### src/rtl/data_cache_axi_bridge_if.sv
// Cache-request and single-beat AXI signal bundle for the data-cache bridge.
// master = the bridge (AXI master, cache responder); slave = cache plus interconnect.
interface data_cache_axi_bridge_if;
    logic        data_cache_req;
    logic [3:0]  data_cache_wen;
    logic [31:0] data_cache_addr;
    logic [31:0] data_cache_wdata;
    logic [31:0] data_cache_rdata;
    logic        data_cache_dok;

    logic [3:0]  arid;
    logic [7:0]  arlen;
    logic [2:0]  arsize;
    logic [1:0]  arburst;
    logic [31:0] araddr;
    logic        arvalid;
    logic        arready;
    logic [31:0] rdata;
    logic [1:0]  rresp;
    logic        rlast;
    logic        rvalid;
    logic        rready;

    logic [3:0]  awid;
    logic [7:0]  awlen;
    logic [2:0]  awsize;
    logic [1:0]  awburst;
    logic [31:0] awaddr;
    logic        awvalid;
    logic        awready;
    logic [31:0] wdata;
    logic [3:0]  wstrb;
    logic        wlast;
    logic        wvalid;
    logic        wready;
    logic [1:0]  bresp;
    logic        bvalid;
    logic        bready;

    modport master (
        input  data_cache_req, data_cache_wen, data_cache_addr, data_cache_wdata,
        output data_cache_rdata, data_cache_dok,
        output arid, arlen, arsize, arburst, araddr, arvalid, rready,
        input  arready, rdata, rresp, rlast, rvalid,
        output awid, awlen, awsize, awburst, awaddr, awvalid, wdata, wstrb, wlast, wvalid, bready,
        input  awready, wready, bresp, bvalid
    );

    modport slave (
        output data_cache_req, data_cache_wen, data_cache_addr, data_cache_wdata,
        input  data_cache_rdata, data_cache_dok,
        input  arid, arlen, arsize, arburst, araddr, arvalid, rready,
        output arready, rdata, rresp, rlast, rvalid,
        input  awid, awlen, awsize, awburst, awaddr, awvalid, wdata, wstrb, wlast, wvalid, bready,
        output awready, wready, bresp, bvalid
    );
endinterface

### src/rtl/data_cache_axi_bridge.sv
// Turns each data-cache request into one single-beat AXI read or write.
// One transaction in flight; dok pulses for one cycle on completion.
module data_cache_axi_bridge #(
    parameter logic [31:0] PHYS_MASK = 32'h1FFF_FFFF
) (
    input logic                    clk,
    input logic                    resetn,
    data_cache_axi_bridge_if.master bus
);
    typedef enum logic [2:0] {IDLE, RD_ADDR, RD_DATA, WR, WR_RESP, DONE} state_t;

    state_t state;
    logic   aw_done, w_done;
    logic   aw_hs, w_hs;
    logic   unused_resp;

    assign aw_hs = bus.awvalid & bus.awready;
    assign w_hs  = bus.wvalid & bus.wready;

    // Single-beat, 4-byte INCR, ID 0; responses complete the request whatever their code.
    assign bus.arid    = 4'd0;
    assign bus.arlen   = 8'd0;
    assign bus.arsize  = 3'd2;
    assign bus.arburst = 2'b01;
    assign bus.awid    = 4'd0;
    assign bus.awlen   = 8'd0;
    assign bus.awsize  = 3'd2;
    assign bus.awburst = 2'b01;
    assign bus.wlast   = bus.wvalid;
    assign unused_resp = ^{bus.rresp, bus.rlast, bus.bresp};

    always_ff @(posedge clk or negedge resetn) begin
        if (!resetn) begin
            state                <= IDLE;
            aw_done              <= 1'b0;
            w_done               <= 1'b0;
            bus.arvalid          <= 1'b0;
            bus.rready           <= 1'b0;
            bus.awvalid          <= 1'b0;
            bus.wvalid           <= 1'b0;
            bus.bready           <= 1'b0;
            bus.data_cache_dok   <= 1'b0;
            bus.data_cache_rdata <= 32'd0;
            bus.araddr           <= 32'd0;
            bus.awaddr           <= 32'd0;
            bus.wdata            <= 32'd0;
            bus.wstrb            <= 4'd0;
        end else begin
            case (state)
                IDLE: begin
                    if (bus.data_cache_req) begin
                        if (bus.data_cache_wen == 4'd0) begin
                            bus.araddr  <= bus.data_cache_addr & PHYS_MASK;
                            bus.arvalid <= 1'b1;
                            state       <= RD_ADDR;
                        end else begin
                            bus.awaddr  <= bus.data_cache_addr & PHYS_MASK;
                            bus.wdata   <= bus.data_cache_wdata;
                            bus.wstrb   <= bus.data_cache_wen;
                            bus.awvalid <= 1'b1;
                            bus.wvalid  <= 1'b1;
                            state       <= WR;
                        end
                    end
                end
                RD_ADDR: begin
                    if (bus.arready) begin
                        bus.arvalid <= 1'b0;
                        bus.rready  <= 1'b1;
                        state       <= RD_DATA;
                    end
                end
                RD_DATA: begin
                    if (bus.rvalid) begin
                        bus.data_cache_rdata <= bus.rdata;
                        bus.rready           <= 1'b0;
                        bus.data_cache_dok   <= 1'b1;
                        state                <= DONE;
                    end
                end
                WR: begin
                    // AW and W complete independently; each valid drops after its own handshake.
                    if (aw_hs) bus.awvalid <= 1'b0;
                    if (w_hs)  bus.wvalid  <= 1'b0;
                    if ((aw_done | aw_hs) & (w_done | w_hs)) begin
                        aw_done    <= 1'b0;
                        w_done     <= 1'b0;
                        bus.bready <= 1'b1;
                        state      <= WR_RESP;
                    end else begin
                        if (aw_hs) aw_done <= 1'b1;
                        if (w_hs)  w_done  <= 1'b1;
                    end
                end
                WR_RESP: begin
                    if (bus.bvalid) begin
                        bus.bready         <= 1'b0;
                        bus.data_cache_dok <= 1'b1;
                        state              <= DONE;
                    end
                end
                DONE: begin
                    bus.data_cache_dok <= 1'b0;
                    state              <= IDLE;
                end
                default: state <= IDLE;
            endcase
        end
    end
endmodule

### src/flat_wrapper.sv
// flat-port wrapper written by rule: the top's interface ports become plain ports
module data_cache_axi_bridge_flat 
#(
    parameter logic [31:0] PHYS_MASK = 32'h1FFF_FFFF
)
  (clk, resetn, bus_data_cache_req, bus_data_cache_wen, bus_data_cache_addr, bus_data_cache_wdata, bus_data_cache_rdata, bus_data_cache_dok, bus_arid, bus_arlen, bus_arsize, bus_arburst, bus_araddr, bus_arvalid, bus_rready, bus_arready, bus_rdata, bus_rresp, bus_rlast, bus_rvalid, bus_awid, bus_awlen, bus_awsize, bus_awburst, bus_awaddr, bus_awvalid, bus_wdata, bus_wstrb, bus_wlast, bus_wvalid, bus_bready, bus_awready, bus_wready, bus_bresp, bus_bvalid);
  data_cache_axi_bridge_if bus_i ();
  input logic clk;
  input logic resetn;
  input wire logic [$bits(bus_i.data_cache_req)-1:0] bus_data_cache_req;
  input wire logic [$bits(bus_i.data_cache_wen)-1:0] bus_data_cache_wen;
  input wire logic [$bits(bus_i.data_cache_addr)-1:0] bus_data_cache_addr;
  input wire logic [$bits(bus_i.data_cache_wdata)-1:0] bus_data_cache_wdata;
  output wire logic [$bits(bus_i.data_cache_rdata)-1:0] bus_data_cache_rdata;
  output wire logic [$bits(bus_i.data_cache_dok)-1:0] bus_data_cache_dok;
  output wire logic [$bits(bus_i.arid)-1:0] bus_arid;
  output wire logic [$bits(bus_i.arlen)-1:0] bus_arlen;
  output wire logic [$bits(bus_i.arsize)-1:0] bus_arsize;
  output wire logic [$bits(bus_i.arburst)-1:0] bus_arburst;
  output wire logic [$bits(bus_i.araddr)-1:0] bus_araddr;
  output wire logic [$bits(bus_i.arvalid)-1:0] bus_arvalid;
  output wire logic [$bits(bus_i.rready)-1:0] bus_rready;
  input wire logic [$bits(bus_i.arready)-1:0] bus_arready;
  input wire logic [$bits(bus_i.rdata)-1:0] bus_rdata;
  input wire logic [$bits(bus_i.rresp)-1:0] bus_rresp;
  input wire logic [$bits(bus_i.rlast)-1:0] bus_rlast;
  input wire logic [$bits(bus_i.rvalid)-1:0] bus_rvalid;
  output wire logic [$bits(bus_i.awid)-1:0] bus_awid;
  output wire logic [$bits(bus_i.awlen)-1:0] bus_awlen;
  output wire logic [$bits(bus_i.awsize)-1:0] bus_awsize;
  output wire logic [$bits(bus_i.awburst)-1:0] bus_awburst;
  output wire logic [$bits(bus_i.awaddr)-1:0] bus_awaddr;
  output wire logic [$bits(bus_i.awvalid)-1:0] bus_awvalid;
  output wire logic [$bits(bus_i.wdata)-1:0] bus_wdata;
  output wire logic [$bits(bus_i.wstrb)-1:0] bus_wstrb;
  output wire logic [$bits(bus_i.wlast)-1:0] bus_wlast;
  output wire logic [$bits(bus_i.wvalid)-1:0] bus_wvalid;
  output wire logic [$bits(bus_i.bready)-1:0] bus_bready;
  input wire logic [$bits(bus_i.awready)-1:0] bus_awready;
  input wire logic [$bits(bus_i.wready)-1:0] bus_wready;
  input wire logic [$bits(bus_i.bresp)-1:0] bus_bresp;
  input wire logic [$bits(bus_i.bvalid)-1:0] bus_bvalid;
  assign bus_i.data_cache_req = bus_data_cache_req;
  assign bus_i.data_cache_wen = bus_data_cache_wen;
  assign bus_i.data_cache_addr = bus_data_cache_addr;
  assign bus_i.data_cache_wdata = bus_data_cache_wdata;
  assign bus_data_cache_rdata = bus_i.data_cache_rdata;
  assign bus_data_cache_dok = bus_i.data_cache_dok;
  assign bus_arid = bus_i.arid;
  assign bus_arlen = bus_i.arlen;
  assign bus_arsize = bus_i.arsize;
  assign bus_arburst = bus_i.arburst;
  assign bus_araddr = bus_i.araddr;
  assign bus_arvalid = bus_i.arvalid;
  assign bus_rready = bus_i.rready;
  assign bus_i.arready = bus_arready;
  assign bus_i.rdata = bus_rdata;
  assign bus_i.rresp = bus_rresp;
  assign bus_i.rlast = bus_rlast;
  assign bus_i.rvalid = bus_rvalid;
  assign bus_awid = bus_i.awid;
  assign bus_awlen = bus_i.awlen;
  assign bus_awsize = bus_i.awsize;
  assign bus_awburst = bus_i.awburst;
  assign bus_awaddr = bus_i.awaddr;
  assign bus_awvalid = bus_i.awvalid;
  assign bus_wdata = bus_i.wdata;
  assign bus_wstrb = bus_i.wstrb;
  assign bus_wlast = bus_i.wlast;
  assign bus_wvalid = bus_i.wvalid;
  assign bus_bready = bus_i.bready;
  assign bus_i.awready = bus_awready;
  assign bus_i.wready = bus_wready;
  assign bus_i.bresp = bus_bresp;
  assign bus_i.bvalid = bus_bvalid;
  data_cache_axi_bridge #(.PHYS_MASK(PHYS_MASK)) u_core (.clk(clk), .resetn(resetn), .bus(bus_i));
endmodule
### config.mk
export PLATFORM = sky130hd
export DESIGN_NAME = data_cache_axi_bridge_flat
export DESIGN_NICKNAME = d
export VERILOG_FILES = /design/src/rtl/data_cache_axi_bridge_if.sv /design/src/rtl/data_cache_axi_bridge.sv /design/src/flat_wrapper.sv
export SDC_FILE = /design/constraint.sdc
export NUM_CORES = 1
export LEC_CHECK = 0
export CORE_ASPECT_RATIO = 1.25
export CORE_MARGIN = 10
export CORE_UTILIZATION = 41
export CTS_BUF_LIST = sky130_fd_sc_hd__clkbuf_16
export CTS_CLUSTER_DIAMETER = 60
export DETAILED_ROUTE_END_ITERATION = 10
export PLACE_DENSITY = 0.87
export SYNTH_ARGS = -nofsm -noshare
export SYNTH_HDL_FRONTEND = slang
export SYNTH_SLANG_ARGS = --single-unit
export TNS_END_PERCENT = 5
### constraint.sdc
create_clock -name clk -period 2.1 [get_ports clk]
set_input_delay 0.42 -clock clk [delete_from_list [all_inputs] [get_ports clk]]
set_output_delay 0.42 -clock clk [all_outputs]
set_load 0.05 [all_outputs]
==> metrics.txt, run 1 <==
CP top delay family buffers and inverters; Crit path depth 1; power per cell area 1990 nW/µm²; clk buf depth 2; relative slew slack 61.9%; Worst R2R Path Depth 5; CTS tree done; critical-path maximum fanout 3; Core ar. 13900 µm²; area of the multi-input gates 2120 µm²; Comb power frac 57.0%; Synth Register Bits 137; number of max-cap violations 0; syn avg cell area 15.9 µm²; Max IR drop VDD 1.33 mV; minimum clock period 2.05 ns; Distinct cells, synth 33; Syn Std Cell Area 5900 µm²; Switching Fraction 45.8%; Pleak 0.00413 µW; CTS Buf Count 17; WL per Instance 21.0 µm; RSZ-0062 raised after global routing no; Tot GR Track Use 17.6%; vias in the first global route 4551; R2R Setup Slk 0.35 ns; WS Path Type reg2out; Worst EP arrival 1.63 ns; CP startpoint u_core.bus.rready; Syn-to-layout area delta 51.7%; crit path to bus_rready; Worst path max stage delay 0.85 ns; Iter 0 DRT Violations 248; final wirelength 17.1 mm; Final ANT Viol Nets 0; first-pass GRT wire length 27.2 mm; CP required 1.68 ns; HP Class in2async; Psw 8160 µW; Final Cycle Share 97.8%; Setup crit end kind output port; sequence of cells on the critical path clkdlybuf4s50_1; Mapped Cells 371; antenna violations before repair 0; DIE AREA 19600 µm²; Reg area 3430 µm²; Final Cell Area 8950 µm²; # diodes 0; cell taking the most area after synthesis dfrtp_1; clock power share 16.5%; CP max-delay cell clkdlybuf4s50_1; outcome finished clean; most common cell after layout, fill and taps aside clkdlybuf4s50_1; postcts setup bufs 0; DR DRC count 0; top cells by area, synth dfrtp_1, mux2_4, mux2_2; worst skew pair latency 0.41 ns; TritonRoute pass-1 iters 4; vias per cell 4.82; Worst-Margin Slew 0.569 ns; Yosys warnings 0; GR peak layer met2; Root Buffer clkbuf_16; I/O Buffers 237; CTS sink cnt 137; pin count of the biggest net entering global routing 51; Setup crit start kind flip-flop; fin util 64.3%; met1 usage 18.2%; fin nets 738; grt met3 use 9.22%; most frequent cells in the layout clkdlybuf4s50_1, dfrtp_1, mux2_2; Reg power frac 26.5%; Pint 9660 µW; Die Y 154 µm; cell count after placement 780; RR Endpoint u_core.bus.data_cache_rdata[21]; clock transition at the registers of the reported paths 0.06 ns; routability cong. 0.812; share of cells above drive strength 1 27.7%; IO Count 286; skew final 0.00872 ns; filler instances 1016; GR Util met2 30.4%; DP Wirelength 13.3 mm; via count 3921; H-tree lvl count 4; grt ovf 0; CP bufs+invs 1; area post-placement 8350 µm²; sequential area share after synthesis 58.1%; die width 127 µm; Setup-failing EPs final 0; max-slew violation count 0; Design Power 17800 µW; num rows 48; Reg2Reg Launch Point u_core.state[0]; initial core utilization 42.3%; Max Clk Rate 0.487 GHz; final hold violation count 0; Synth top area share 58.1%; Non-Filler Instances 813
power groups by stage:
| stage | registers (µW) | logic [µW] | clock network, µW |
|---|---|---|---|
| floorplan | 8970 | 2560 | 0 |
| global placement | 4630 | 10100 | 0 |
| detailed placement | 4740 | 10200 | 0 |
| CTS | 4720 | 10300 | 3010 |
| global route | 4890 | 10600 | 3130 |
| finish | 4720 | 10200 | 2930 |
sequential cells by signal, indices dropped and copies added, names as in the netlist, 3 cells and up:
name	cells
u_core.bus.wstrb	4
u_core.bus.araddr	29
u_core.bus.wdata	32
u_core.bus.data_cache_rdata	32
u_core.bus.awaddr	29
u_core.state	3
worst min path at each step:
stage	start	endpoint
finish	resetn	u_core.bus.wdata[25]
global route	resetn	u_core.bus.wdata[23]
CTS	resetn	u_core.bus.wdata[23]
detailed placement	resetn	u_core.bus.wdata[24]
global placement	resetn	u_core.bus.wdata[25]
floorplan	resetn	u_core.aw_done
through the flow:
step / setup slack [ns] / hold slack, ns / setup TNS (ns)
6_report: 0.0452 / 0.493 / 0
5_1_grt: 0.00988 / 0.518 / 0
4_1_cts: 0.0124 / 0.494 / 0
3_5_place_dp: -0.232 / 0.366 / -12.24
3_3_place_gp: -0.192 / 0.354 / -10.09
2_1_floorplan: 0.337 / 0.124 / 0
metal layers:
metal | part of all wire, % | vias up
li1 | - | 1732
met1 | 36 | 1982
met2 | 52 | 195
met3 | 11 | 12
met4 | 1.1 | 0
met5 | 0 | -
synthesized netlist by cell type:
master and instances:
a21oi_1 7, a2bb2oi_1 1, a311o_1 1, a31oi_1 6
and3b_1 1, buf_12 6, buf_2 7, buf_4 43
buf_6 1, conb_1 2, dfrtp_1 137, inv_1 4
mux2_2 67, mux2_4 60, mux2i_1 2, nand2_1 2
nand2_2 1, nand2b_1 2, nand3_1 1, nand3b_1 1
nor2_1 3, nor2b_1 1, nor3_2 1, nor3b_1 2
nor4_1 2, nor4b_4 1, o211ai_1 1, o21a_1 1
o21ai_0 3, o221ai_1 1, o311ai_0 1, o31ai_1 1
or4_4 1
area by class of cell:
class / count / share of cell area (%)
clock inverter: 15 / 1.76
clock buffer: 17 / 4.75
inverter: 4 / 0.168
timing repair buffer: 254 / 28.9
sequential: 137 / 38.3
tap: 175 / 2.45
multi-input combinational: 211 / 23.7
repair_timing:
item / CTS / global route
resized for setup: 2 / 4
hold buffers: 1 / 0
hold endpoints to repair: 40 / 0
endpoints found under the setup margin: 2 / 4
cell families (layout without fill, tap and decap cells):
kind of cell           after synthesis  in the layout  share of synthesized area (%)
AO/OA/AOI/OAI                       23             23                           2.48
other                                2             40                          0.127
AND/OR/NAND/NOR                     19             19                           2.33
flip-flops                         137            137                           58.1
buffers and inverters               61            290                           8.55
multiplexers                       129            129                           28.4
Note: power is estimated with default switching activity, not from simulation.
==> run 2: changes to the inputs <==
--- a/config.mk
+++ b/config.mk
@@ -11,6 +11,7 @@
 export CTS_BUF_LIST = sky130_fd_sc_hd__clkbuf_16
 export CTS_CLUSTER_DIAMETER = 60
 export DETAILED_ROUTE_END_ITERATION = 10
+export GPL_ROUTABILITY_DRIVEN = 0
 export PLACE_DENSITY = 0.87
 export SYNTH_ARGS = -nofsm -noshare
 export SYNTH_HDL_FRONTEND = slang
==> results of run 2 <==
The final DEF is identical to that of run 1; final timing and power are the same.
==> run 3: changes to the inputs <==
--- a/config.mk
+++ b/config.mk
@@ -5,6 +5,7 @@
 export SDC_FILE = /design/constraint.sdc
 export NUM_CORES = 1
 export LEC_CHECK = 0
+export CAP_MARGIN = 5
 export CORE_ASPECT_RATIO = 1.25
 export CORE_MARGIN = 10
 export CORE_UTILIZATION = 41
==> results of run 3 <==
The final DEF is identical to that of run 1; final timing and power are the same.
